`src/rtl/delay_var_sv.sv`:
```
// Variable-depth delay line: data and its valid qualifier are delayed by a runtime-selectable
// number of ena-qualified cycles, with q_valid suppressed while the pipeline refills.
module delay_var_sv #(
  parameter int unsigned WIDTH       = 8,
  parameter int unsigned MAX_CYCLES  = 16,
  parameter int unsigned DEFAULT_DLY = 1,
  localparam int unsigned DLY_W      = $clog2(MAX_CYCLES + 1)
) (
  input  logic             clk,
  input  logic             rst,
  input  logic             ena,
  input  logic             clr,
  input  logic [WIDTH-1:0] d,
  input  logic             d_valid,
  input  logic [DLY_W-1:0] dly,
  input  logic             dly_ld,
  output logic [WIDTH-1:0] q,
  output logic             q_valid,
  output logic             settling,
  output logic             dly_err
);

  logic [WIDTH-1:0]      stage_q [MAX_CYCLES];
  logic [MAX_CYCLES-1:0] valid_q;
  logic [DLY_W-1:0]      dly_q;
  logic [DLY_W-1:0]      dly_eff;
  logic [DLY_W-1:0]      settle_q, settle_d;
  logic                  dly_err_q;
  logic                  dly_over;

  assign dly_over = dly > DLY_W'(MAX_CYCLES);
  assign dly_eff  = dly_over ? DLY_W'(MAX_CYCLES) : dly;

  always_ff @(posedge clk or posedge rst) begin
    if (rst) begin
      for (int unsigned i = 0; i < MAX_CYCLES; i++) begin
        stage_q[i] <= '0;
      end
      valid_q <= '0;
    end else if (clr) begin
      for (int unsigned i = 0; i < MAX_CYCLES; i++) begin
        stage_q[i] <= '0;
      end
      valid_q <= '0;
    end else if (ena) begin
      stage_q[0] <= d;
      valid_q[0] <= d_valid;
      for (int unsigned i = 1; i < MAX_CYCLES; i++) begin
        stage_q[i] <= stage_q[i-1];
        valid_q[i] <= valid_q[i-1];
      end
    end
  end

  // The delay select loads regardless of ena and clr.
  always_ff @(posedge clk or posedge rst) begin
    if (rst) begin
      dly_q <= DLY_W'(DEFAULT_DLY);
    end else if (dly_ld) begin
      dly_q <= dly_eff;
    end
  end

  // A load always restarts the count from the full new delay; clr on the same edge forces zero.
  always_comb begin
    settle_d = settle_q;
    if (dly_ld) begin
      settle_d = clr ? '0 : dly_eff;
    end else if (clr) begin
      settle_d = '0;
    end else if (ena && (settle_q != '0)) begin
      settle_d = settle_q - DLY_W'(1);
    end
  end

  always_ff @(posedge clk or posedge rst) begin
    if (rst) begin
      settle_q  <= '0;
      dly_err_q <= 1'b0;
    end else begin
      settle_q <= settle_d;
      if (dly_ld && dly_over) begin
        dly_err_q <= 1'b1;
      end else if (clr) begin
        dly_err_q <= 1'b0;
      end
    end
  end

  assign settling = settle_q != '0;
  assign dly_err  = dly_err_q;

  always_comb begin
    q       = d;
    q_valid = d_valid;
    if (dly_q != '0) begin
      q       = '0;
      q_valid = 1'b0;
      for (int unsigned i = 0; i < MAX_CYCLES; i++) begin
        if (dly_q == DLY_W'(i + 1)) begin
          q       = stage_q[i];
          q_valid = valid_q[i] & ~settling;
        end
      end
    end
  end

endmodule

```
`config.mk`:
```
export PLATFORM = sky130hd
export DESIGN_NAME = delay_var_sv
export DESIGN_NICKNAME = d
export VERILOG_FILES = /design/src/rtl/delay_var_sv.sv
export SDC_FILE = /design/constraint.sdc
export NUM_CORES = 1
export LEC_CHECK = 0
export ABC_AREA = 1
export BUFFER_PORTS_ARGS = -buffer_cell sky130_fd_sc_hd__clkbuf_2
export CAP_MARGIN = 20
export CELL_PAD_IN_SITES_DETAIL_PLACEMENT = 0
export CELL_PAD_IN_SITES_GLOBAL_PLACEMENT = 1
export CORE_MARGIN = 5
export CORE_UTILIZATION = 50
export DETAILED_ROUTE_END_ITERATION = 6
export PLACE_DENSITY_LB_ADDON = 0.1
export SYNTH_ARGS = -nofsm -noshare
export SYNTH_HDL_FRONTEND = slang
export SYNTH_SLANG_ARGS = --single-unit
```
`constraint.sdc`:
```
create_clock -name clk -period 13.9 [get_ports clk]
set_clock_uncertainty 0.1 [all_clocks]
set_input_delay 2.085 -clock clk [delete_from_list [all_inputs] [get_ports clk]]
set_output_delay 2.085 -clock clk [all_outputs]
set_load 0.02 [all_outputs]
```
==> summary.md <==
| Metric | Value |
|---|---|
| Syn-to-layout area delta | 13.0% |
| First-pass GRT wire length | between 30 and 40 mm |
| Drt drc | 0 |
| Post-synth top cells | nand2_1 (186), inv_1 (162), dfrtp_1 (154), o22ai_1 (89), o21ai_0 (73) |
| Post-synth EDFFs | 0 |
| Antenna Cells | 0 |
| Clock Sinks | between 150 and 200 |
| Top FF cell, synth | dfrtp_1 |
| Vias in the first global route | between 5,000 and 6,000 |
| Gp weighted congestion | 0.871 |
| Seq pwr share | between 40% and 50% |
| Die Y | between 100 and 150 µm |
| Fin crit period | 5050 ps |
| Die area | 17,000 µm² |
| Cell mode on critical path | nand2_1 |
| Largest net degree at the start of global routing | 95 |
| Share of layout cells above drive strength 1 | under 10% |
| Hpwl dp | around 13 mm |
| Max cap viols | 0 |
| Hold path endpoint | stage_q[0] |
| Worst Path Buf+Inv | 3 |
| Setup CP Type | reg -> out |
| ANT nets after route | 0 |
| H-tree lvl count | 4 |
| Skew-Pair Late Insertion Delay | 430 ps |
| Final WL | just under 20 mm |
| Slowest stage cell, crit path | nor2_1 |
| CP cell instances | inv_1 > nand2_1 > nor2_1 > nand2_1 > o21ai_0 > inv_1 > nand4_1 > nand2_1 > nand4_1 > nand2_1 > nand4_1 > nand2_1 > nand2_1 > clkbuf_2 |
| Post-DP Area | approximately 7600 µm² |
| Netlist Area Pre-Place | 7270 µm² |
| Pint | just under 800 µW |
| Routed len/inst | 17.9 µm |
| Syn Inst Count | between 800 and 900 |
| Cell Pwr Density | 129 nW/µm² |
| Crit share post-route | a little over a third |
| Dominant cells by area after synthesis | dfrtp_1 (53%), nand2_1 (9.6%), inv_1 (8.4%) |
| Yosys reg bits | between 150 and 200 |
| Slew HR | between 30 and 40% |
| Floorplan core area | between 10,000 and 15,000 µm² |
| Worst Setup Start Kind | flip-flop |
| Crit Path Max Fanout | 8 |
| TritonRoute pass-1 iters | 5 |
| WP data arrival | ~2900 ps |
| Post-synth top area share | 53.0% |
| Critical Path RT | around 12,000 ps |
| Synth Warn # | 0 |
| Sw Share | between 20 and 25% |
| Clock network power share | between 40% and 50% |
| Max Slew Vio Count | 0 |
| RSZ-0062 raised after global routing | false |
| Final setup TNS | 0 ps |
| Post-CTS Setup Bufs | 0 |
| Gate power share | 8.1% |
| Slew at the pin closest to its max-slew limit | slightly above 1000 ps |
| CTS tree | yes |
| Hold wc startpoint | stage_q[0] |
| Resize count post-CTS | 0 |
| Num CTS Buffers | 17 |
| CP Capture Type | output pin |
| Reg-to-reg endpoint | settle_q[2] |
| Worst hold stages | 2 |
| Reg2reg start | settle_q[0] |
| Avg Vias per Cell | ~5.6 |
| Leakage Power | roughly 0.0036 µW |
| Hold Violations, Final | 0 |
| Iteration-0 DRC Markers | about 530 |
| Crit-path max cell delay | between 500 and 600 ps |
| Port Buffers | 29 |
| CTS Hold Bufs | 0 |
| Switching power | 265 µW |
| Reg clk slew, reported paths | 60 ps |
| Gr ovfl total | 0 |
| Vias | a little over 6,000 |
| Peak VDD IR | just under 0.1 mV |
| CTS max path bufs | 2 |
| # nets final | around 930 |
| FFs w/ async S/R, synth | 100% |
| Aggregate global-route resource usage | 24.6% |
| Most frequent cell after synthesis | nand2_1 |
| I/O pins | 30 |
| Seq/Total Area, Yosys | between 50% and 60% |
| Root buf cell | clkbuf_16 |
| Cell taking the most area after synthesis | dfrtp_1 |
| Outcome | complete, no violations |
| Crit path max-delay family | simple AND/OR/NAND/NOR gates |
| Synth unique cells | 27 |
| FMAX | approximately 200 MHz |
| Row cnt | between 40 and 50 |
| Setup Viol. Count Final | 0 |
| R2R depth | 8 |
| WP depth | 14 |
| Worst hold-check path type | reg -> reg |
| Die Wd | ~130 µm |
| Mapped Nets | 911 |
| Initial Utilization | 50.6% |
| Setup slack, reg-to-reg | around 12,000 ps |
| Initial antenna violation count | 0 |
| Syn Area/Cell | between 8 and 9 µm² |
| Fin area | around 8200 µm² |
==> per-stage QoR <==
step	instances	setup WS, ps	total power [µW]	hold WS, ps	util [%]
after detailed placement	1072	8960	556	375	52.6
after global placement	1072	8980	555	371	52.6
final	1104	8850	1060	387	57.1
after CTS	1104	8830	1060	391	57.1
after floorplan	890	7540	527	353	-
after global routing	1104	8650	1100	412	57.1
==> per-layer routing <==
metal	GRT usage, %	part of all wire (%)	vias up
li1	-	-	2949
met1	35.0	46	3068
met2	38.4	47	157
met3	5.20	5.5	23
met4	7.26	1.5	0
met5	0	0	-
==> flip-flops by register name (all words and copies together), names as in the netlist <==
signal and cells:
dly_err 1, valid_q 16, stage_q 128, settle_q 5
dly_q 5
==> power groups by stage <==
stage	clock, µW	sequential, µW	combinational, µW
after floorplan	0	470	56.8
final	512	462	85.9
after global routing	539	463	95.7
after global placement	0	470	84.9
after detailed placement	0	471	85.7
after CTS	516	462	86.1
==> layout make-up <==
| cell class | count | area [µm²] |
|---|---|---|
| fillers | 1316 | 6160 |
| clock buffers | 20 | 467 |
| clock inverters | 12 | 184 |
| flip-flops and latches | 155 | 3880 |
| well taps | 184 | 230 |
| multi-input cells | 528 | 2610 |
| inverters | 167 | 632 |
| repair buffers | 38 | 213 |
==> tightest hold or removal path, stage by stage (launching register included) <==
cell	delay, ps
dfrtp_1	340
nand2_1	50
o21ai_0	60
==> worst max path at each step <==
| stage | startpoint | endpoint | slack, ps |
|---|---|---|---|
| global route | dly_q[3] | q[4] | 8650 |
| global placement | d[4] | q[4] | 8980 |
| floorplan | rst | dly_err | 7540 |
| CTS | dly_q[3] | q[2] | 8830 |
| finish | dly_q[0] | q[3] | 8850 |
| detailed placement | d[4] | q[4] | 8960 |
==> cell families (layout without fill, tap and decap cells) <==
logic type      count (synthesis)  after routing  synth area share [%]
buf+inv                       207            237                  10.8
fa+ha+maj                       2              2                 0.344
flops                         155            155                  53.4
compound gates                186            186                  15.0
simple gates                  338            338                  20.2
xor+xnor                        2              2                 0.241
==> cells in the final DEF, fill, tap and decap left out, types with 3 or more instances in the layout <==
master / instances
a21oi_1: 7
a22o_1: 5
buf_4: 9
bufinv_16: 4
clkbuf_16: 17
clkbuf_2: 29
clkbuf_8: 3
dfrtp_1: 154
inv_1: 161
inv_2: 5
inv_6: 4
nand2_1: 185
nand3_1: 71
nand4_1: 26
nor2_1: 41
nor2_2: 7
o21ai_0: 73
o22ai_1: 89
o31ai_1: 7
or2_0: 5
Power figures use the tool's default switching activity.
